--- config.mk ---
export PLATFORM = sky130hd
export DESIGN_NAME = controller
export DESIGN_NICKNAME = d
export VERILOG_FILES = /design/src/rtl/controller_pkg.sv /design/src/rtl/controller_decode.sv /design/src/rtl/controller.sv
export SDC_FILE = /design/constraint.sdc
export NUM_CORES = 1
export LEC_CHECK = 0
export BUFFER_PORTS_ARGS = -buffer_cell sky130_fd_sc_hd__buf_2
export CORE_UTILIZATION = 30
export CTS_CLUSTER_SIZE = 40
export DETAILED_ROUTE_END_ITERATION = 12
export SYNTH_ARGS = -nofsm -noshare
export SYNTH_HDL_FRONTEND = slang
export SYNTH_SLANG_ARGS = --single-unit
--- constraint.sdc ---
create_clock -name clk -period 2.1 [get_ports clk]
set_input_delay 0.42 -clock clk [delete_from_list [all_inputs] [get_ports clk]]
set_output_delay 0.42 -clock clk [all_outputs]
set_load 0.005 [all_outputs]
--- src/rtl/controller_pkg.sv ---
// Shared encodings for the multicycle CPU controller: opcodes, ALU ops,
// ALU-B selects, FSM state codes and the decoded instruction-class payload.
package controller_pkg;

    localparam int unsigned OPCODE_W = 6;
    localparam int unsigned STATE_W  = 3;

    localparam logic [OPCODE_W-1:0] OP_ADD  = 6'b000001;
    localparam logic [OPCODE_W-1:0] OP_SUB  = 6'b000010;
    localparam logic [OPCODE_W-1:0] OP_AND  = 6'b000011;
    localparam logic [OPCODE_W-1:0] OP_OR   = 6'b000100;
    localparam logic [OPCODE_W-1:0] OP_ADDI = 6'b000101;
    localparam logic [OPCODE_W-1:0] OP_LD   = 6'b000110;
    localparam logic [OPCODE_W-1:0] OP_ST   = 6'b000111;
    localparam logic [OPCODE_W-1:0] OP_JMP  = 6'b001000;
    localparam logic [OPCODE_W-1:0] OP_BZ   = 6'b001001;
    localparam logic [OPCODE_W-1:0] OP_HALT = 6'b111111;

    localparam logic [1:0] ALU_ADD = 2'b00;
    localparam logic [1:0] ALU_SUB = 2'b01;
    localparam logic [1:0] ALU_AND = 2'b10;
    localparam logic [1:0] ALU_OR  = 2'b11;

    localparam logic [1:0] ALUB_REG  = 2'd0;
    localparam logic [1:0] ALUB_IMM  = 2'd1;
    localparam logic [1:0] ALUB_ONE  = 2'd2;
    localparam logic [1:0] ALUB_DISP = 2'd3;

    typedef logic [STATE_W-1:0] state_t;

    localparam state_t S_IDLE     = 3'd0;
    localparam state_t S_FETCH    = 3'd1;
    localparam state_t S_DECODE   = 3'd2;
    localparam state_t S_EXEC     = 3'd3;
    localparam state_t S_MEM_ADDR = 3'd4;
    localparam state_t S_MEM_WB   = 3'd5;
    localparam state_t S_HALT     = 3'd6;

    typedef struct packed {
        logic       alu;
        logic       addi;
        logic       jmp;
        logic       bz;
        logic       ld;
        logic       st;
        logic       halt;
        logic       illegal;
        logic [1:0] aluop;
    } insn_class_t;

endpackage

--- src/rtl/controller_decode.sv ---
// Combinational opcode decoder: maps the IR opcode to an instruction class
// and the ALU operation used by register-register instructions.
module controller_decode
    import controller_pkg::*;
(
    input  logic [OPCODE_W-1:0] opcode,
    output insn_class_t         cls
);

    always_comb begin
        cls = '0;
        case (opcode)
            OP_ADD:  begin cls.alu = 1'b1; cls.aluop = ALU_ADD; end
            OP_SUB:  begin cls.alu = 1'b1; cls.aluop = ALU_SUB; end
            OP_AND:  begin cls.alu = 1'b1; cls.aluop = ALU_AND; end
            OP_OR:   begin cls.alu = 1'b1; cls.aluop = ALU_OR;  end
            OP_ADDI: cls.addi = 1'b1;
            OP_LD:   cls.ld   = 1'b1;
            OP_ST:   cls.st   = 1'b1;
            OP_JMP:  cls.jmp  = 1'b1;
            OP_BZ:   cls.bz   = 1'b1;
            OP_HALT: cls.halt = 1'b1;
            default: cls.illegal = 1'b1;
        endcase
    end

endmodule

--- src/rtl/controller.sv ---
// Multicycle control FSM for the 32-bit CPU datapath (fetch/decode/exec/mem).
// Define CONTROLLER_ILLEGAL_TRAP_EN to trap undefined opcodes into HALT with a sticky illegal flag.
module controller
    import controller_pkg::*;
(
    input  logic                clk,
    input  logic                rst,
    input  logic                start,
    input  logic [OPCODE_W-1:0] opcode,
    input  logic                zero,
    input  logic                n,
    input  logic                v,
    input  logic                c,
    output logic                writepc,
    output logic                selldst,
    output logic                writemem,
    output logic                writeir,
    output logic                selload,
    output logic                selst,
    output logic                writereg,
    output logic                selalua,
    output logic [1:0]          selalub,
    output logic [1:0]          aluop,
    output logic                writezero,
    output logic                busy,
    output logic                halted
`ifdef CONTROLLER_ILLEGAL_TRAP_EN
    ,
    output logic                illegal
`endif
);

    state_t      state;
    state_t      state_nxt;
    insn_class_t cls;

    // ALU flags are part of the datapath contract but no instruction reads them yet
    logic unused_flags;
    assign unused_flags = &{1'b0, n, v, c};

    controller_decode u_decode (
        .opcode (opcode),
        .cls    (cls)
    );

    always_ff @(posedge clk) begin
        if (rst) state <= S_IDLE;
        else     state <= state_nxt;
    end

`ifdef CONTROLLER_ILLEGAL_TRAP_EN
    // Sticky trap flag, set on the DECODE cycle that dispatches to HALT
    always_ff @(posedge clk) begin
        if (rst)                                     illegal <= 1'b0;
        else if (state == S_DECODE && cls.illegal)   illegal <= 1'b1;
    end
`endif

    always_comb begin
        state_nxt = state;
        writepc   = 1'b0;
        selldst   = 1'b0;
        writemem  = 1'b0;
        writeir   = 1'b0;
        selload   = 1'b0;
        selst     = 1'b0;
        writereg  = 1'b0;
        selalua   = 1'b0;
        selalub   = ALUB_REG;
        aluop     = ALU_ADD;
        writezero = 1'b0;
        busy      = (state != S_IDLE) && (state != S_HALT);
        halted    = (state == S_HALT);

        case (state)
            S_IDLE: begin
                if (start) state_nxt = S_FETCH;
            end
            S_FETCH: begin
                writeir   = 1'b1;
                writepc   = 1'b1;
                selalua   = 1'b1;
                selalub   = ALUB_ONE;
                state_nxt = S_DECODE;
            end
            S_DECODE: begin
                if (cls.alu || cls.addi || cls.jmp || cls.bz) state_nxt = S_EXEC;
                else if (cls.ld || cls.st)                    state_nxt = S_MEM_ADDR;
                else if (cls.halt)                            state_nxt = S_HALT;
`ifdef CONTROLLER_ILLEGAL_TRAP_EN
                else                                          state_nxt = S_HALT;
`else
                else                                          state_nxt = S_FETCH;
`endif
            end
            S_EXEC: begin
                if (cls.alu) begin
                    aluop     = cls.aluop;
                    writereg  = 1'b1;
                    writezero = 1'b1;
                end else if (cls.addi) begin
                    selalub   = ALUB_IMM;
                    selst     = 1'b1;
                    writereg  = 1'b1;
                    writezero = 1'b1;
                end else begin
                    // JMP and BZ share the PC+1+disp target; BZ gates the load on zero
                    selalua = 1'b1;
                    selalub = ALUB_DISP;
                    writepc = cls.jmp | (cls.bz & zero);
                end
                state_nxt = S_FETCH;
            end
            S_MEM_ADDR: begin
                selalub   = ALUB_IMM;
                selldst   = 1'b1;
                writemem  = cls.st;
                state_nxt = cls.ld ? S_MEM_WB : S_FETCH;
            end
            S_MEM_WB: begin
                selalub   = ALUB_IMM;
                selldst   = 1'b1;
                selload   = 1'b1;
                selst     = 1'b1;
                writereg  = 1'b1;
                state_nxt = S_FETCH;
            end
            S_HALT: begin
                state_nxt = S_HALT;
            end
            default: begin
                state_nxt = S_IDLE;
            end
        endcase
    end

endmodule

==> results of run 1 <==
-- power groups by stage --
stage          Sequential [uW]  Clock (uW)  Combinational, uW
2_1_floorplan             63.2           0               40.8
5_1_grt                   64.2         113               69.9
4_1_cts                   63.6         104               62.3
3_5_place_dp              64.6           0               61.6
6_report                  63.7         102               62.4
3_3_place_gp              64.6           0               61.2
-- cell usage after synthesis, drive strengths merged --
master and number:
a211o 1, a211oi 1, a21oi 7, a2bb2oi 1
a311oi 1, and3 3, buf 3, clkbuf 1
dfxtp 3, inv 2, nand2 6, nand2b 2
nand3 4, nand3b 1, nand4 2, nor2 6
nor2b 1, nor3 6, nor4 1, o21ai 2
o221a 1, o22ai 1, or2 1, or3 3
xnor2 1
-- cells in the final DEF (no fill, tap or decap), drive strengths merged --
cell	n
clkbuf	4
o21ai	2
a21oi	7
a311oi	1
nand3b	1
nand3	4
nor4	1
nand4	2
nand2b	2
or2	1
xnor2	1
nor2b	1
a211o	1
dfxtp	3
and3	3
a2bb2oi	1
nand2	6
nor3	6
a211oi	1
nor2	6
o221a	1
inv	2
or3	3
o22ai	1
buf	26
-- routing by layer --
metal	vias to the layer above	global-route usage
met3	0	0.0170
met5	-	0
li1	278	-
met1	240	0.207
met2	18	0.275
met4	0	0.0517
-- logic make-up after synthesis --
logic type             share of synthesized area
AO/OA/AOI/OAI                              0.243
XOR/XNOR                                  0.0210
buffers and inverters                      0.102
flip-flops                                 0.144
AND/OR/NAND/NOR                            0.490
-- stage by stage --
step | util | setup slack, ps | total power [uW] | instance area, sq um | hold slack [ps]
5_1_grt | 0.432 | 71.1 | 247 | 562 | 378
4_1_cts | 0.432 | 208 | 230 | 562 | 380
3_3_place_gp | 0.412 | 219 | 126 | 536 | 558
3_5_place_dp | 0.412 | 210 | 126 | 536 | 573
2_1_floorplan | - | 374 | 104 | 417 | 485
6_report | 0.432 | 204 | 229 | 562 | 385
-- layout make-up --
| type | count | area (sq um) |
|---|---|---|
| Timing Repair Buffer | 26 | 135 |
| Inverter | 2 | 7.51 |
| Tap cell | 15 | 18.8 |
| Clock buffer | 4 | 26.3 |
| Fill cell | 159 | 739 |
| Sequential cell | 3 | 60.1 |
| Multi-Input combinational cell | 52 | 314 |
-- worst min path at each step --
stage | from | to | depth (start not counted)
floorplan | rst | state[2] | 1
global placement | state[2] | state[2] | 2
detailed placement | state[2] | state[2] | 2
CTS | rst | state[2] | 2
global route | rst | state[2] | 2
finish | rst | state[2] | 2
-- worst max-delay path: cells and delay by family --
family / cells / cell delay [ps]
compound gates: 1 / 130
simple gates: 3 / 650
buf+inv: 2 / 270
==> results.md, run 1 <==
* Status: completed
* Worst-path cell with the longest stage delay: or3_4
* 1st-pass router iterations at 4
* Root Buffer: clkbuf_4
* Post-placement cell count at 98
* H-tree lvl count at 1
* Post-CTS Setup Repair Bufs at 0
* Worst skew pair latency at 230 ps
* # nets final at 101
* Max_cap viols at 0
* CP Capture Type: primary output
* GPL Wtd Cong at 0.781
* Syn Std Cell Area at 417 sq um
* Switching pwr at 69.6 uW
* Non-filler instance count after layout at 102
* R2r setup slk at 800 ps
* Clk pwr share at 0.448
* Num rows at 13
* Die width at 39.3 um
* Worst Clk Skew at 4.42 ps
* Die Y at 39.3 um
* Number of global-route vias before repair at 431
* Uppermost layer routed: met3
* Peak supply drop at 0.147 mV
* Critical Path Sink: writereg
* Sequential element share of the synthesized area at 0.144
* Net count after synthesis at 74
* Final hold vios at 0
* Largest net degree at the start of global routing at 11
* Final setup viols at 0
* FF-to-FF Start: state[0]
* Depth of the worst register-to-register path at 3
* Yosys reg bits at 3
* FMAX at 527 MHz
* Relative slew slack at 0.781
* Max FFs per register at 3
* CP Data Arrival Time at 1480 ps
* Routed length on met2 at 538 um
* Num ports at 28
* Combinational share of power at 0.273
* Unrepaired setup endpoints after global routing: no
* Final setup TNS at 0 ps
* Leading registers by flop count: state x3
* WP data required at 1680 ps
* Total CTS buffers at 3
* Biggest register: state
* Tcrit/Tclk final at 0.903
* Reg-to-reg critical path endpoint: state[1]
* Slew Limit Fails at 0
* Routed wl met3 at 47 um
* Final wirelength at 1140 um
* Vias post-DR at 536
* Initial DRC Count at 7
* HPWL after DPL at 852 um
* Synth warn at 0
* # diodes at 0
* First-pass GRT wire length at 1730 um
* Cts repair resizes at 0
* Leakage at 0.000268 uW
* Top cells by area, synth: dfxtp_1, a21oi_1, nor3_1
* Worst slew pin tran at 325 ps
* HP Class: input pin to flop
* CP peak stage delay at 400 ps
* Layout cells sized above 1 at 0.391
* Pwr/cell area at 407 nW/um^2
* CTS tree: yes
* Wire length on met1 at 555 um
* CP Max Fanout at 9
* Synth top area share at 0.144
* Gr ovfl total at 0
* Clock Path Buffers at 2
* Syn_area_per_cell at 6.83 sq um
* Crit Path Category: input pin to primary output
* Final Critical Period at 1900 ps
* Post-cts hold buffer count at 0
* Port buffer count at 24
* Starting Density at 0.320
* Sw Ratio at 0.304
* P&R area growth vs syn at 34.8%
* Unique masters post-synth at 30
* Nature of the critical path startpoint: input pin
* Detail-routed net length per standard cell at 11.2 um
* Vias per inst at 5.25
* Die Area at 1540 sq um
* Crit path launch: opcode[2]
* DRC errors left at 0
* Most common cell on crit path: buf_2
* Sequential Power Share at 0.279
* Clk slew on worst S/H paths at 40 ps
* Core area at 1300 sq um
* Post-Syn Instances at 61
* Overall Global Routing Usage at 0.161
* Internal power at 159 uW
* Num Clock Sinks at 3
* CP cell instances: buf_2, or3_4, and3_4, a21oi_1, nor2_1, buf_2
* Final ANT Viol Nets at 0
* Area leader, netlist: dfxtp_1
* Initial antenna violation count at 0
(Power assumes the default switching activity.)
==> run 2: changes to the inputs <==
- RECOVER_POWER: unset -> 100
==> results.md, run 2 (synthesis results as in run 1) <==
* Max_cap viols at 0 (unchanged)
* Final setup viols at 0 (unchanged)
* FMAX at 507 MHz (-3.9%)
* CP Capture Type: primary output
* Crit Path Category: input pin to primary output
* Final ANT Viol Nets at 0 (unchanged)
* Leakage at 0.000230 uW (-14%)
* Worst skew pair latency at 230 ps (about the same)
* Post-placement cell count at 98 (unchanged)
* Final setup TNS at 0 ps (unchanged)
* CP peak stage delay at 450 ps (+50 ps)
* Total CTS buffers at 3 (unchanged)
* Biggest register: state
* Leading registers by flop count: state x3
* Internal power at 157 uW (-1.5%)
* 1st-pass router iterations at 4 (unchanged)
* Met2 Track Usage GR at 0.275 (unchanged)
* CTS tree: yes
* # diodes at 0 (unchanged)
* Worst-path cell with the longest stage delay: or3_1
* Post-cts hold buffer count at 0 (unchanged)
* Final hold vios at 0 (unchanged)
* Vias post-DR at 537 (+0.19%)
* Pre-CTS WS at 210 ps (unchanged)
* Number of global-route vias before repair at 431 (unchanged)
* Largest net degree at the start of global routing at 11 (unchanged)
* Initial DRC Count at 5 (-2)
* Peak supply drop at 0.144 mV (-2.0%)
* Vias per inst at 5.26 (+0.19%)
* CP Max Fanout at 9 (unchanged)
* Combinational share of power at 0.264 (-0.009)
* Clk pwr share at 0.454 (+0.006)
* Overall Global Routing Usage at 0.161 (unchanged)
* Tcrit/Tclk final at 0.940 (+0.0370)
* Max FFs per register at 3 (unchanged)
* First-pass GRT wire length at 1730 um (unchanged)
* WP data required at 1680 ps (about the same)
* HP Class: input pin to flop
* Met1 Use GR at 0.207 (unchanged)
* Initial antenna violation count at 0 (unchanged)
* Area post-placement at 536 sq um (unchanged)
* Sequential Power Share at 0.282 (+0.003)
* Die Y at 39.3 um (unchanged)
* Num Clock Sinks at 3 (unchanged)
* Core area at 1300 sq um (unchanged)
* Starting Density at 0.320 (unchanged)
* Most Used Layer, Global Route: met2
* Worst slew pin tran at 345 ps (+20.2 ps)
* Post-route cell area at 539 sq um (-4.0%)
* P&R area growth vs syn at 29.4%
* Post-CTS Setup Repair Bufs at 0 (unchanged)
* Layout cells sized above 1 at 0.276 (-0.115)
* DRC errors left at 0 (unchanged)
* R2r setup slk at 810 ps (about the same)
* Status: completed
* Detail-routed net length per standard cell at 11.2 um (+0.26%)
* HPWL after DPL at 852 um (unchanged)
* Final WS setup at 126 ps (-77.8 ps)
* Clock Path Buffers at 2 (unchanged)
* Gr ovfl total at 0 (unchanged)
* Cts repair resizes at 0 (unchanged)
* Relative slew slack at 0.770 (-0.0115)
* Final Power at 226 uW (-1.2%)
* Port buffer count at 24 (unchanged)
* Die Area at 1540 sq um (unchanged)
* H-tree lvl count at 1 (unchanged)
* Unrepaired setup endpoints after global routing: no
* Nature of the critical path startpoint: input pin
* Final Critical Period at 1970 ps (+77.8 ps)
* Final wirelength at 1150 um (+0.26%)
* Commonest non-fill, non-tap cell in the layout: buf_2
* Num rows at 13 (unchanged)
* Num ports at 28 (unchanged)
* Root Buffer: clkbuf_4
* Worst Clk Skew at 4.55 ps (+0.133 ps)
* Sw Ratio at 0.307 (+0.00236)
* # nets final at 101 (unchanged)
* CP cell instances: clkbuf_1, or3_1, and3_4, a21oi_1, nor2_1, buf_2
* Slew Limit Fails at 0 (unchanged)
* Clk slew on worst S/H paths at 40 ps (about the same)
* CP Data Arrival Time at 1550 ps (+70 ps)
* Most frequent cells in the layout: buf_2, clkbuf_1, a21oi_1
* Met3 usage at 0.0170 (unchanged)
* Switching pwr at 69.3 uW (-0.39%)
* Die width at 39.3 um (unchanged)
* GPL Wtd Cong at 0.781 (unchanged)
* Non-filler instance count after layout at 102 (unchanged)
* Pwr/cell area at 419 nW/um^2 (+3.0%)
-- run 2: cell types whose count changed in the layout (fill, tap and decap cells not counted), sizes merged --
cell    change
clkbuf     +12
buf        -12
-- run 2: routing by layer --
metal / routed length [um] / vias to the layer above
met2: 538 / 14
met4: 0 / 0
li1: - / 280
met1: 565 / 243
met3: 41 / 0
met5: 0 / -
-- run 2: cell type report --
cell class                 instances  area [sq um]
sequential                         3          60.1
tap                               15          18.8
inverter                           2          7.51
fill                             166           762
clock buffer                       4          26.3
timing repair buffer              26           123
multi-input combinational         52           304
-- run 2: final timing paths --
kind,from,endpoint,cells past startpoint
worst max register to register,state[0],state[1],3
worst min-delay path,rst,state[2],2
worst max-delay path,opcode[2],writereg,6
worst min register to register,state[2],state[2],2
-- run 2: power groups by stage --
stage	combinational (uW)	clock [uW]	sequential, uW
final	59.6	103	63.7
after global routing	67.3	113	64.2
after CTS	62.3	104	63.6
after detailed placement	61.6	0	64.6
after global placement	61.2	0	64.6
after floorplan	40.8	0	63.2
-- run 2: through the flow --
| step | utilization | hold slack, ps |
|---|---|---|
| finish | 0.414 | 384 |
| global route | 0.414 | 378 |
| CTS | 0.432 | 380 |
| detailed placement | 0.412 | 573 |
| global placement | 0.412 | 558 |
| floorplan | - | 485 |
-- run 2: critical path: cells and delay by family --
kind / cells / cell delay [ps]
buf+inv: 2 / 300
compound gates: 1 / 130
simple gates: 3 / 700
